### config.mk
export PLATFORM = sky130hd
export DESIGN_NAME = sb_config_loader
export DESIGN_NICKNAME = d
export VERILOG_FILES = /design/src/rtl/sb_config_loader.sv
export SDC_FILE = /design/constraint.sdc
export NUM_CORES = 1
export LEC_CHECK = 0
export BUFFER_PORTS_ARGS = -buffer_cell sky130_fd_sc_hd__buf_2
export CAP_MARGIN = 0
export CORE_ASPECT_RATIO = 1.2
export CORE_MARGIN = 10
export CORE_UTILIZATION = 54
export CTS_BUF_LIST = sky130_fd_sc_hd__clkbuf_8
export DETAILED_ROUTE_END_ITERATION = 6
export HOLD_SLACK_MARGIN = 0.15
export PLACE_DENSITY = 0.78
export SYNTH_ARGS = -nofsm -noshare
export SYNTH_HDL_FRONTEND = slang
export SYNTH_SLANG_ARGS = --single-unit
### constraint.sdc
create_clock -name clk -period 2.3 [get_ports clk]
set_input_delay 0.46 -clock clk [delete_from_list [all_inputs] [get_ports clk]]
set_output_delay 0.46 -clock clk [all_outputs]
set_load 0.01 [all_outputs]
### src/rtl/sb_config_loader.sv
// sb_config_loader
//   Serial configuration loader for a column of fullSB switch boxes. A frame
//   is shifted MSB-first into a shadow register through a valid/ready
//   handshake. Each word is then validated, and the whole frame is committed
//   atomically to config_out. The switch boxes therefore never observe a
//   partial or illegal routing.
//
//   Word layout (CFG_W=9): {mode, n_dve,n_dvn, e_dve,e_dvn, s_dve,s_dvn, w_dve,w_dvn}
//   A word is legal when at most two of its dve bits are set.
//
//   Build option: define SB_CFG_PARITY_EN to append one even-parity bit to
//   each frame. The frame length becomes NUM_SB*CFG_W+1, and a parity
//   mismatch rejects the frame.
//
// Ports
//   clk         system clock
//   rst         synchronous, active-high reset
//   cfg_start   begin a frame (from IDLE) or restart it (during SHIFT)
//   cfg_valid   cfg_bit carries a frame bit this cycle
//   cfg_bit     serial frame bit, MSB first
//   cfg_ready   loader accepts a bit this cycle
//   busy        loader is not idle
//   cfg_done    one-cycle pulse after a frame is committed
//   cfg_error   sticky; set when the last frame was rejected
//   config_out  active configuration; SB i uses config_out[i*CFG_W +: CFG_W]
//
// state | meaning
// ------+-------------------------------------------------------------
// IDLE  | waiting for cfg_start; config_out holds the last good frame
// SHIFT | accepting frame bits into the shadow register
// CHECK | one cycle: validate the shadow, then commit or flag an error

module sb_config_loader #(
   parameter int NUM_SB = 4,
   parameter int CFG_W  = 9
) (
   input  logic                      clk,
   input  logic                      rst,
   input  logic                      cfg_start,
   input  logic                      cfg_valid,
   input  logic                      cfg_bit,
   output logic                      cfg_ready,
   output logic                      busy,
   output logic                      cfg_done,
   output logic                      cfg_error,
   output logic [NUM_SB*CFG_W-1:0]   config_out
);

   localparam int N = NUM_SB * CFG_W;
`ifdef SB_CFG_PARITY_EN
   localparam int FRAME = N + 1;
`else
   localparam int FRAME = N;
`endif
   localparam int CNT_W = $clog2(FRAME + 1);
   localparam logic [CNT_W-1:0] LAST_BIT = CNT_W'(FRAME - 1);

   typedef enum logic [1:0] {
      IDLE  = 2'd0,
      SHIFT = 2'd1,
      CHECK = 2'd2
   } state_t;

   state_t            state, state_nxt;
   logic [N-1:0]      shadow;
   logic [CNT_W-1:0]  bit_cnt;
   logic              accept;
   logic              frame_ok;
`ifdef SB_CFG_PARITY_EN
   logic              par_bit;
`endif

   // dve bits occupy the odd positions below the mode bit (1,3,5,7).
   function automatic logic all_words_legal(input logic [N-1:0] s);
      logic ok;
      int   n_dve;
      ok = 1'b1;
      for (int i = 0; i < NUM_SB; i++) begin
         n_dve = 0;
         for (int k = 1; k < CFG_W - 1; k += 2)
            n_dve += int'(s[i*CFG_W + k]);
         if (n_dve > 2)
            ok = 1'b0;
      end
      return ok;
   endfunction

   // A restart in the same cycle wins over a presented bit; that bit is dropped.
   assign accept    = (state == SHIFT) && cfg_valid && !cfg_start;
   assign cfg_ready = (state == SHIFT);
   assign busy      = (state != IDLE);

`ifdef SB_CFG_PARITY_EN
   assign frame_ok = all_words_legal(shadow) && ((^shadow ^ par_bit) == 1'b0);
`else
   assign frame_ok = all_words_legal(shadow);
`endif

   always_comb begin
      state_nxt = state;
      case (state)
         IDLE:    if (cfg_start) state_nxt = SHIFT;
         SHIFT:   if (accept && bit_cnt == LAST_BIT) state_nxt = CHECK;
         CHECK:   state_nxt = IDLE;
         default: state_nxt = IDLE;
      endcase
   end

   always_ff @(posedge clk) begin
      if (rst) begin
         state      <= IDLE;
         shadow     <= '0;
         bit_cnt    <= '0;
         config_out <= '0;
         cfg_done   <= 1'b0;
         cfg_error  <= 1'b0;
`ifdef SB_CFG_PARITY_EN
         par_bit    <= 1'b0;
`endif
      end else begin
         state    <= state_nxt;
         cfg_done <= 1'b0;
         case (state)
            IDLE: begin
               if (cfg_start) begin
                  bit_cnt   <= '0;
                  shadow    <= '0;
                  cfg_error <= 1'b0;
               end
            end
            SHIFT: begin
               if (cfg_start) begin
                  bit_cnt <= '0;
                  shadow  <= '0;
               end else if (accept) begin
                  bit_cnt <= bit_cnt + CNT_W'(1);
`ifdef SB_CFG_PARITY_EN
                  // Trailing bit is parity; keep it out of the data shadow.
                  if (bit_cnt == CNT_W'(N))
                     par_bit <= cfg_bit;
                  else
                     shadow <= {shadow[N-2:0], cfg_bit};
`else
                  shadow <= {shadow[N-2:0], cfg_bit};
`endif
               end
            end
            CHECK: begin
               if (frame_ok) begin
                  config_out <= shadow;
                  cfg_done   <= 1'b1;
               end else begin
                  cfg_error  <= 1'b1;
               end
            end
            default: ;
         endcase
      end
   end

endmodule

==> results of run 1 <==
==> tightest hold or removal path, delay by kind of cell <==
family          cells  cell delay [ps]
compound gates      1               60
buf+inv             1              100
simple gates        1               50
==> placed cells by master (no fill, tap or decap), drive strengths merged <==
cell type,count
nand2,40
or2,2
fa,4
nand2b,74
mux2i,36
xnor2,4
clkinv,1
nor4,2
clkbuf,12
o22ai,2
nor2,6
nor4b,2
nor3b,7
inv,25
o21ai,1
nor3,2
nand3,39
o31ai,1
a21oi,41
buf,68
ha,13
dfxtp,82
nor2b,3
==> what timing repair did <==
action	4_1_cts	5_1_grt
pin swaps	2	4
gates cloned	2	3
endpoints found under the setup margin	37	38
resized for setup	11	10
buffers inserted	2	0
==> registers in the layout, indices dropped and copies added, names as in the netlist <==
signal / cells
bit_cnt: 6
cfg_done: 1
cfg_error: 1
config_out: 36
shadow: 36
state: 2
==> power breakdown <==
part | internal (mW) | total, mW | switching (mW) | leakage (nW)
Clock | 0.361 | 0.835 | 0.474 | 0.0846
Combinational | 0.0433 | 0.119 | 0.0759 | 0.942
Sequential | 1.42 | 1.42 | 0.00369 | 0.664
Total | 1.82 | 2.38 | 0.554 | 1.69
==> worst min path at each step <==
stage	from	endpoint	slack, ps	depth (start not counted)
2_1_floorplan	shadow[35]	shadow[35]	430	2
3_3_place_gp	shadow[35]	shadow[35]	440	2
3_5_place_dp	shadow[26]	shadow[26]	460	2
4_1_cts	cfg_bit	shadow[0]	350	3
5_1_grt	cfg_bit	shadow[0]	360	3
6_report	cfg_bit	shadow[0]	360	3
==> metrics by stage <==
step | setup TNS [ps] | std cells
3_3_place_gp | -4314 | 534
2_1_floorplan | -336.0 | 411
6_report | -11150 | 554
5_1_grt | -15010 | 554
3_5_place_dp | -6513 | 534
4_1_cts | -6692 | 551
==> cell families (layout without fill, tap and decap cells) <==
kind of cell	Yosys count	after routing
muxes	36	36
and+or+nand+nor	177	177
xor gates and xnor gates	4	4
DFF	82	82
AOI/OAI and AO/OA	45	45
adders and majority gates	17	17
buffers and inverters	50	106
==> routing by layer <==
metal  up-vias  track usage, %  wire, microns
li1       1459               -              -
met1      1387           16.61           3371
met2        68           24.72           4332
met3        10           3.629            473
met4         0           6.311            108
met5         -               0              0
==> area by class of cell <==
class | count | area, sq um | area share (%)
multi-input combinational | 279 | 1957 | 43.50
tap | 87 | 108.9 | 2.420
clock buffer | 9 | 123.9 | 2.754
inverter | 22 | 82.58 | 1.836
sequential | 82 | 1649 | 36.66
timing repair buffer | 71 | 560.5 | 12.46
clock inverter | 4 | 16.27 | 0.3616
==> flow_metrics.py, run 1 <==
metrics = {
    "sta": {
        "hold_violations": 0,
        "fin_crit_sh_pct": 114.7,
        "period_minus_slack_ps": 2638,
        "slew_headroom_pct": 66.00,
        "skew_ps": 5.625,
        "fmax_ghz": 0.3790,
        "slew_viol_final": 0,
        "fin_ws_ps": -338.5,
        "worst_pin_slew_ps": 509.3,
        "setup_viol": 37,
        "rsz0062_at_grt": "true",
        "fin_hold_ws_ps": 360.7,
    },
    "synth": {
        "synth_area_leaders": "dfxtp_1, nand2b_1, mux2i_1",
        "synth_top_family_by_area": "simple AND/OR/NAND/NOR gates",
        "synthAdderAreaFrac_pct": 6.417,
        "synth_xor_area_share_pct": 0.9262,
        "synth_compound_area_share_pct": 6.384,
        "synth.cell_area_sq_um": 3782,
        "synth_mux_area_share_pct": 9.527,
        "avgSynthCellArea_sq_um": 9.203,
        "post-synth-top-count-cell": "dfxtp_1",
        "yosysTopAreaCellShare_pct": 43.40,
        "syn_inst": 411,
        "syn_nets": 433,
        "yosysTopAreaCell": "dfxtp_1",
        "async_flop_share_pct": 0,
        "synth-seq-cells": 82,
        "ys.flop_type": "dfxtp_1",
        "synthSimpleGateAreaFrac_pct": 26.00,
        "ys_types": 30,
        "yosysSeqAreaShare_pct": 43.40,
        "ys_warn_count": 0,
        "ys_top_cells_by_count": "dfxtp_1, nand2b_1, a21oi_1, nand2_1, nand3_1",
        "synth_edf_count": 0,
    },
    "grt": {
        "grt_use_total_pct": 14.56,
        "antenna_found_initial": 0,
        "grt_max_degree": 52,
        "grt_pass1_vias": 2810,
        "overflow": 0,
        "grt_pass1_wl_microns": 12760,
    },
    "worst_setup_path": {
        "crit_chain": "inv_1 -> fa_1 -> inv_1 -> ha_1 -> inv_1 -> ha_1 -> nor3b_2 -> o22ai_2 -> nor3b_4 -> buf_6 -> buf_12 -> mux2i_4",
        "reg2reg_slack_ps": -340,
        "critPathLaunch": "shadow[19]",
        "cp-start-kind": "register",
        "timing.critical_path.to_type": "register",
        "path_buf_inv": 5,
        "crit_fanout": 5,
        "worstSetupEndpoint": "config_out[33]",
        "worst_r2r_endpoint": "config_out[33]",
        "worst-setup-path-type": "register to register",
        "critical_path.top_delay_family": "adder cells",
        "rr_startpoint": "shadow[19]",
        "cp_data_arrival_time_ps": 2920,
        "crit_top_cell": "inv_1",
        "crit_slowest_cell": "fa_1",
        "cp.depth": 12,
        "slowest_delay_ps": 510,
        "required_ps": 2580,
        "ff2ff_path_depth": 12,
    },
    "min_path": {
        "hold_path_class": "input pin to register",
    },
    "final_layout": {
        "fillCellCount": 555,
        "nets": 487,
        "drive_gt1_share_pct": 23.13,
        "final_area_sq_um": 4498,
        "syn2layout_area_growth_pct": 18.92,
        "postLayoutCoreUtil_pct": 66.02,
        "n_antenna_cell": 0,
    },
    "clock_network": {
        "cts_sinks": 82,
        "cts_buffers": 9,
        "cts_tree": "done",
        "cts-root-buf": "clkbuf_8",
        "clock_latency_ps": 350,
        "path_clk_slew_ps": 80,
        "cts_buffer_depth": 2,
        "postCtsHoldBufs": 0,
        "htreeDepth": 3,
    },
    "place": {
        "hpwl_microns": 4746,
        "place.gp.congestion": 0.8137,
        "post-place-ws_ps": -230.1,
        "io_buffers": 44,
        "place_area_sq_um": 4131,
    },
    "run_status": {
        "status": "finished, violations left",
        "violations": "setup timing",
    },
    "pwr": {
        "p_leak_nw": 1.690,
        "power_mw": 2.378,
        "ir_worst_vdd_v": 0.0004293,
        "cellPowerDensity_nw_per_um2": 528.7,
    },
    "route": {
        "wl_per_cell_microns": 14.95,
        "ant_nets": 0,
        "drtIter0Drc": 155,
        "viasPerCell": 5.278,
        "routed_wl_microns": 8285,
        "drcViolationCount": 0,
        "first_pass_iters": 4,
        "vias": 2924,
    },
    "floorplan": {
        "die_h_microns": 111.7,
        "start_util_pct": 55.52,
        "rows": 33,
        "core_sq_um": 6813,
        "die_area_sq_um": 10770,
        "io_pins": 45,
        "die-width_microns": 96.40,
    },
    "flow_run": {
        "max_cap_viol_count": 0,
    },
}
Note: power is estimated with default switching activity, not from simulation.
==> run 2: changes to the inputs <==
--- a/config.mk
+++ b/config.mk
@@ -14,3 +14,3 @@
 export DETAILED_ROUTE_END_ITERATION = 6
-export HOLD_SLACK_MARGIN = 0.15
+export HOLD_SLACK_MARGIN = 0.08
 export PLACE_DENSITY = 0.78
--- a/constraint.sdc
+++ b/constraint.sdc
@@ -3,2 +3,2 @@
 set_output_delay 0.46 -clock clk [all_outputs]
-set_load 0.01 [all_outputs]
+set_load 0.1 [all_outputs]
==> run 2 against run 1 <==
  * Critical endpoint is now config_out[27]
  * Die area unchanged
  * Combinational power increased by 15%
  * Critical path type unchanged
  * The run still ends with setup timing left
  * Flip-flop and latch count unchanged
  * Largest cell class unchanged
==> flow_metrics.py, run 2 (same netlist as run 1, synthesis figures left out) <==
metrics = {
    "floorplan": {
        "die-width_microns": 96.40,
        "io_pins": 45,
        "die_area_sq_um": 10770,
        "die_h_microns": 111.7,
        "start_util_pct": 55.52,
        "rows": 33,
        "core_sq_um": 6813,
    },
    "sta": {
        "fmax_ghz": 0.3885,
        "slew_headroom_pct": 62.12,
        "rsz0062_at_grt": "true",
        "fin_crit_sh_pct": 111.9,
        "setup_viol": 38,
        "fin_ws_ps": -274.2,
        "slew_viol_final": 0,
        "hold_violations": 0,
        "skew_ps": 11.51,
        "worst_pin_slew_ps": 567.5,
        "period_minus_slack_ps": 2574,
    },
    "clock_network": {
        "postCtsHoldBufs": 0,
        "cts_sinks": 82,
        "path_clk_slew_ps": 80,
        "cts-root-buf": "clkbuf_8",
        "cts_tree": "done",
        "cts_buffers": 9,
        "clock_latency_ps": 360,
        "htreeDepth": 3,
        "cts_buffer_depth": 2,
    },
    "run_status": {
        "violations": "setup timing",
        "status": "finished, violations left",
    },
    "worst_setup_path": {
        "worst-setup-path-type": "register to register",
        "cp-start-kind": "register",
        "required_ps": 2580,
        "crit_fanout": 6,
        "reg2reg_slack_ps": -270,
        "cp_data_arrival_time_ps": 2860,
        "timing.critical_path.to_type": "register",
        "crit_chain": "inv_2 -> fa_1 -> inv_1 -> ha_2 -> inv_2 -> ha_4 -> nor3b_4 -> o22ai_2 -> nor3b_4 -> buf_6 -> buf_8 -> mux2i_2",
        "crit_slowest_cell": "fa_1",
        "slowest_delay_ps": 450,
    },
    "grt": {
        "grt_pass1_vias": 2813,
        "grt_max_degree": 116,
        "overflow": 0,
        "grt_pass1_wl_microns": 12970,
        "antenna_found_initial": 0,
        "grt_use_total_pct": 14.77,
    },
    "final_layout": {
        "top_regs": "config_out: 36 flops, shadow: 36 flops, bit_cnt: 6 flops",
        "nets": 486,
        "final_area_sq_um": 4538,
        "fin_cells": 554,
        "syn2layout_area_growth_pct": 19.98,
        "n_antenna_cell": 0,
        "final_common_cell": "dfxtp_1",
        "mostFrequentLayoutCells": "dfxtp_1, nand2b_1, buf_2, nand2_1, a21oi_1",
        "drive_gt1_share_pct": 24.41,
    },
    "place": {
        "post-place-ws_ps": -231.0,
        "dp_cells": 534,
        "hpwl_microns": 4886,
        "place.gp.congestion": 0.7242,
        "place_area_sq_um": 4121,
        "io_buffers": 44,
    },
    "flow_run": {
        "max_cap_viol_count": 0,
    },
    "pwr": {
        "cellPowerDensity_nw_per_um2": 590.0,
        "p_leak_nw": 1.700,
        "ir_worst_vdd_v": 0.0004227,
    },
    "route": {
        "viasPerCell": 5.224,
        "vias": 2894,
        "ant_nets": 0,
        "drtIter0Drc": 189,
        "routed_wl_microns": 7978,
        "first_pass_iters": 4,
        "wl_per_cell_microns": 14.40,
        "drcViolationCount": 0,
    },
    "min_path": {
        "hold_path_class": "input pin to register",
    },
}
## run 2: metrics by stage
stage	setup TNS, ps	hold WS (ps)	utilization, %	total power, mW
final	-8989	351.2	66.61	2.677
after global routing	-12710	365.7	66.61	2.757
after CTS	-6036	345.7	64.78	2.686
after detailed placement	-6659	449.1	60.50	1.592
after global placement	-2395	442.1	60.50	1.590
after floorplan	-336.0	432.4	-	1.565
## run 2: area by class of cell
class | instances | area [sq um]
Inverter | 22 | 82.58
Clock buffer | 10 | 137.6
Multi-Input combinational cell | 279 | 1972
Clock inverter | 4 | 68.82
Sequential cell | 82 | 1649
Tap cell | 87 | 108.9
Timing Repair Buffer | 70 | 519.2
Fill cell | 529 | 2275
## run 2: worst max-delay path, delay by kind of cell, from the launching register on
| kind | cells | cell delay, ps |
|---|---|---|
| adders and majority gates | 3 | 900 |
| buffers and inverters | 5 | 520 |
| and+or+nand+nor | 2 | 400 |
| AOI/OAI and AO/OA | 1 | 140 |
| DFF | 1 | 340 |
| muxes | 1 | 200 |
## run 2: worst paths after layout
kind,startpoint,to,cells past startpoint
max,shadow[3],config_out[27],12
min,cfg_bit,shadow[0],3
max reg2reg,shadow[3],config_out[27],12
min reg2reg,shadow[35],shadow[35],2
## run 2: power by group
part	leakage, nW	switching (mW)	internal, mW
Clock	0.109	0.492	0.624
Combinational	0.927	0.0939	0.0432
Sequential	0.664	0.00351	1.42
## run 2: layer usage
layer | share of wire, % | track usage [%] | vias to the layer above
li1 | - | - | 1454
met4 | 2.6 | 7.282 | 0
met3 | 4.4 | 3.226 | 15
met5 | 0 | 0 | -
met2 | 51 | 24.85 | 56
met1 | 42 | 16.96 | 1369
## run 2: timing repair
| item | CTS | global route |
|---|---|---|
| endpoints found under the setup margin | 37 | 38 |
| pin swaps | 1 | 6 |
| gates cloned | 1 | 2 |
| buffers inserted | 1 | 2 |
| gates resized for setup | 17 | 15 |
==> run 3: changes to the inputs <==
- REMOVE_ABC_BUFFERS: not set -> 1
==> run 3 against run 2 <==
  * The run still ends with setup timing left
  * Wire length up 9.0%
  * Via count up 4.0%
  * Final area up 0.77%
  * Total power down 3.8%
  * Sequential power about the same
  * Non-clock buffer count up 5
  * Fmax down 3.7%
  * Critical path depth up 1
  * Critical endpoint is now config_out[31]
  * Highest routed layer unchanged
==> flow_metrics.py, run 3 (same netlist as run 1, synthesis figures left out) <==
metrics = {
    "route": {
        "viasPerCell": 5.364,
        "ant_nets": 0,
        "wl_per_cell_microns": 15.50,
        "first_pass_iters": 5,
        "drtIter0Drc": 179,
        "drcViolationCount": 0,
        "vias": 3009,
        "routed_wl_microns": 8695,
    },
    "final_layout": {
        "final_common_cell": "dfxtp_1",
        "mostFrequentLayoutCells": "dfxtp_1, nand2b_1, buf_2, nand2_1, a21oi_1",
        "nets": 491,
        "syn2layout_area_growth_pct": 20.91,
        "drive_gt1_share_pct": 23.84,
        "multiInputGateArea_sq_um": 1953,
        "top_regs": "config_out: 36 flops, shadow: 36 flops, bit_cnt: 6 flops",
        "fillCellCount": 538,
        "fin_cells": 561,
        "n_antenna_cell": 0,
        "ff_latch_area_sq_um": 1647,
    },
    "floorplan": {
        "core_sq_um": 6813,
        "die-width_microns": 96.40,
        "io_pins": 45,
        "die_area_sq_um": 10770,
        "rows": 33,
        "start_util_pct": 55.52,
        "die_h_microns": 111.7,
    },
    "worst_setup_path": {
        "crit_fanout": 5,
        "crit_slowest_cell": "fa_1",
        "required_ps": 2590,
        "crit_chain": "inv_2 -> fa_1 -> inv_1 -> ha_2 -> inv_2 -> ha_4 -> nor3b_4 -> o22ai_2 -> nor3b_4 -> buf_6 -> buf_6 -> buf_12 -> mux2i_2",
        "reg2reg_slack_ps": -370,
        "cp-start-kind": "register",
        "cp_data_arrival_time_ps": 2970,
        "worst-setup-path-type": "register to register",
        "slowest_delay_ps": 480,
        "timing.critical_path.to_type": "register",
    },
    "place": {
        "place.gp.congestion": 0.7602,
        "dp_cells": 533,
        "hpwl_microns": 4829,
        "io_buffers": 44,
    },
    "pwr": {
        "ir_worst_vdd_v": 0.0003354,
        "cellPowerDensity_nw_per_um2": 563.0,
        "p_leak_nw": 1.719,
    },
    "clock_network": {
        "cts_buffers": 9,
        "cts_sinks": 82,
        "postCtsHoldBufs": 0,
        "cts-root-buf": "clkbuf_8",
        "clock_latency_ps": 370,
        "cts_buffer_depth": 2,
        "cts_tree": "done",
        "htreeDepth": 3,
        "path_clk_slew_ps": 80,
    },
    "sta": {
        "fin_ws_ps": -373.6,
        "tns_ps": -11390,
        "slew_viol_final": 0,
        "hold_violations": 0,
        "fmax_ghz": 0.3740,
        "skew_ps": 7.465,
        "setup_viol": 38,
        "period_minus_slack_ps": 2674,
        "worst_pin_slew_ps": 573.5,
        "rsz0062_at_grt": "true",
        "slew_headroom_pct": 61.73,
        "fin_crit_sh_pct": 116.2,
    },
    "flow_run": {
        "max_cap_viol_count": 0,
    },
    "grt": {
        "grt_pass1_vias": 2882,
        "grt_pass1_wl_microns": 13680,
        "grt_use_total_pct": 15.79,
        "overflow": 0,
        "grt_max_degree": 116,
        "antenna_found_initial": 0,
    },
    "run_status": {
        "status": "finished, violations left",
        "violations": "setup timing",
    },
    "min_path": {
        "hold_path_class": "input pin to register",
    },
}
[run 3: changes by cell type in the layout (fill, tap and decap cells not counted), moves of 2 or more]
cell / before / now
buf_16: 0 / 3
buf_6: 1 / 4
buf_8: 2 / 0
dfxtp_2: 6 / 4
dfxtp_1: 76 / 78
inv_1: 18 / 20
buf_4: 17 / 19
ha_1: 8 / 10
nor2b_1: 1 / 3
clkinvlp_4: 0 / 2
[run 3: worst max-delay path: cells and delay by family (launching register included)]
family,cells,cell delay [ps]
AO/OA/AOI/OAI,1,140
adder cells (fa/ha/maj),3,920
flip-flops,1,340
AND/OR/NAND/NOR,2,430
multiplexers,1,210
buffers and inverters,6,570
[run 3: power breakdown]
part           leakage (nW)  internal [mW]  switching (mW)
Sequential            0.663           1.42         0.00395
Combinational         0.959         0.0430          0.0924
Clock                0.0976          0.490           0.526
Total                  1.72           1.95           0.622
[run 3: cell type report]
type | instances | share of cell area [%]
clock buffer | 9 | 2.709
clock inverter | 7 | 1.368
sequential | 82 | 36.01
timing repair buffer | 75 | 13.02
inverter | 22 | 1.806
tap | 87 | 2.380
multi-input combinational | 279 | 42.71
[run 3: final timing paths]
path | from | end | cells after the start
max | shadow[3] | config_out[31] | 13
min | cfg_bit | shadow[0] | 3
max reg2reg | shadow[3] | config_out[31] | 13
min reg2reg | shadow[24] | shadow[24] | 2
[run 3: layer usage]
metal | routed length, microns | GRT usage [%] | up-vias
met3 | 518 | 3.562 | 25
met1 | 3437 | 18.58 | 1426
li1 | - | - | 1468
met4 | 246 | 7.767 | 0
met5 | 0 | 0 | -
met2 | 4493 | 26.02 | 90
[run 3: per-stage QoR]
step           hold WS [ps]  util, %  setup slack, ps  instance area [sq um]  power (mW)
3_5_place_dp          458.5    60.31           -382.3                   4109       1.591
6_report              365.8    67.13           -373.6                   4573       2.575
5_1_grt               367.7    67.13           -472.4                   4573       2.649
2_1_floorplan         426.3        -            -1788                   3587       1.531
3_3_place_gp          441.8    60.31           -206.1                   4109       1.590
4_1_cts               360.8    66.37           -296.6                   4522       2.585
[run 3: timing repair]
item,CTS,global route
endpoints found under the setup margin,38,38
gates cloned,4,1
buffers inserted,7,2
resized for setup,19,11
pin swaps,4,4
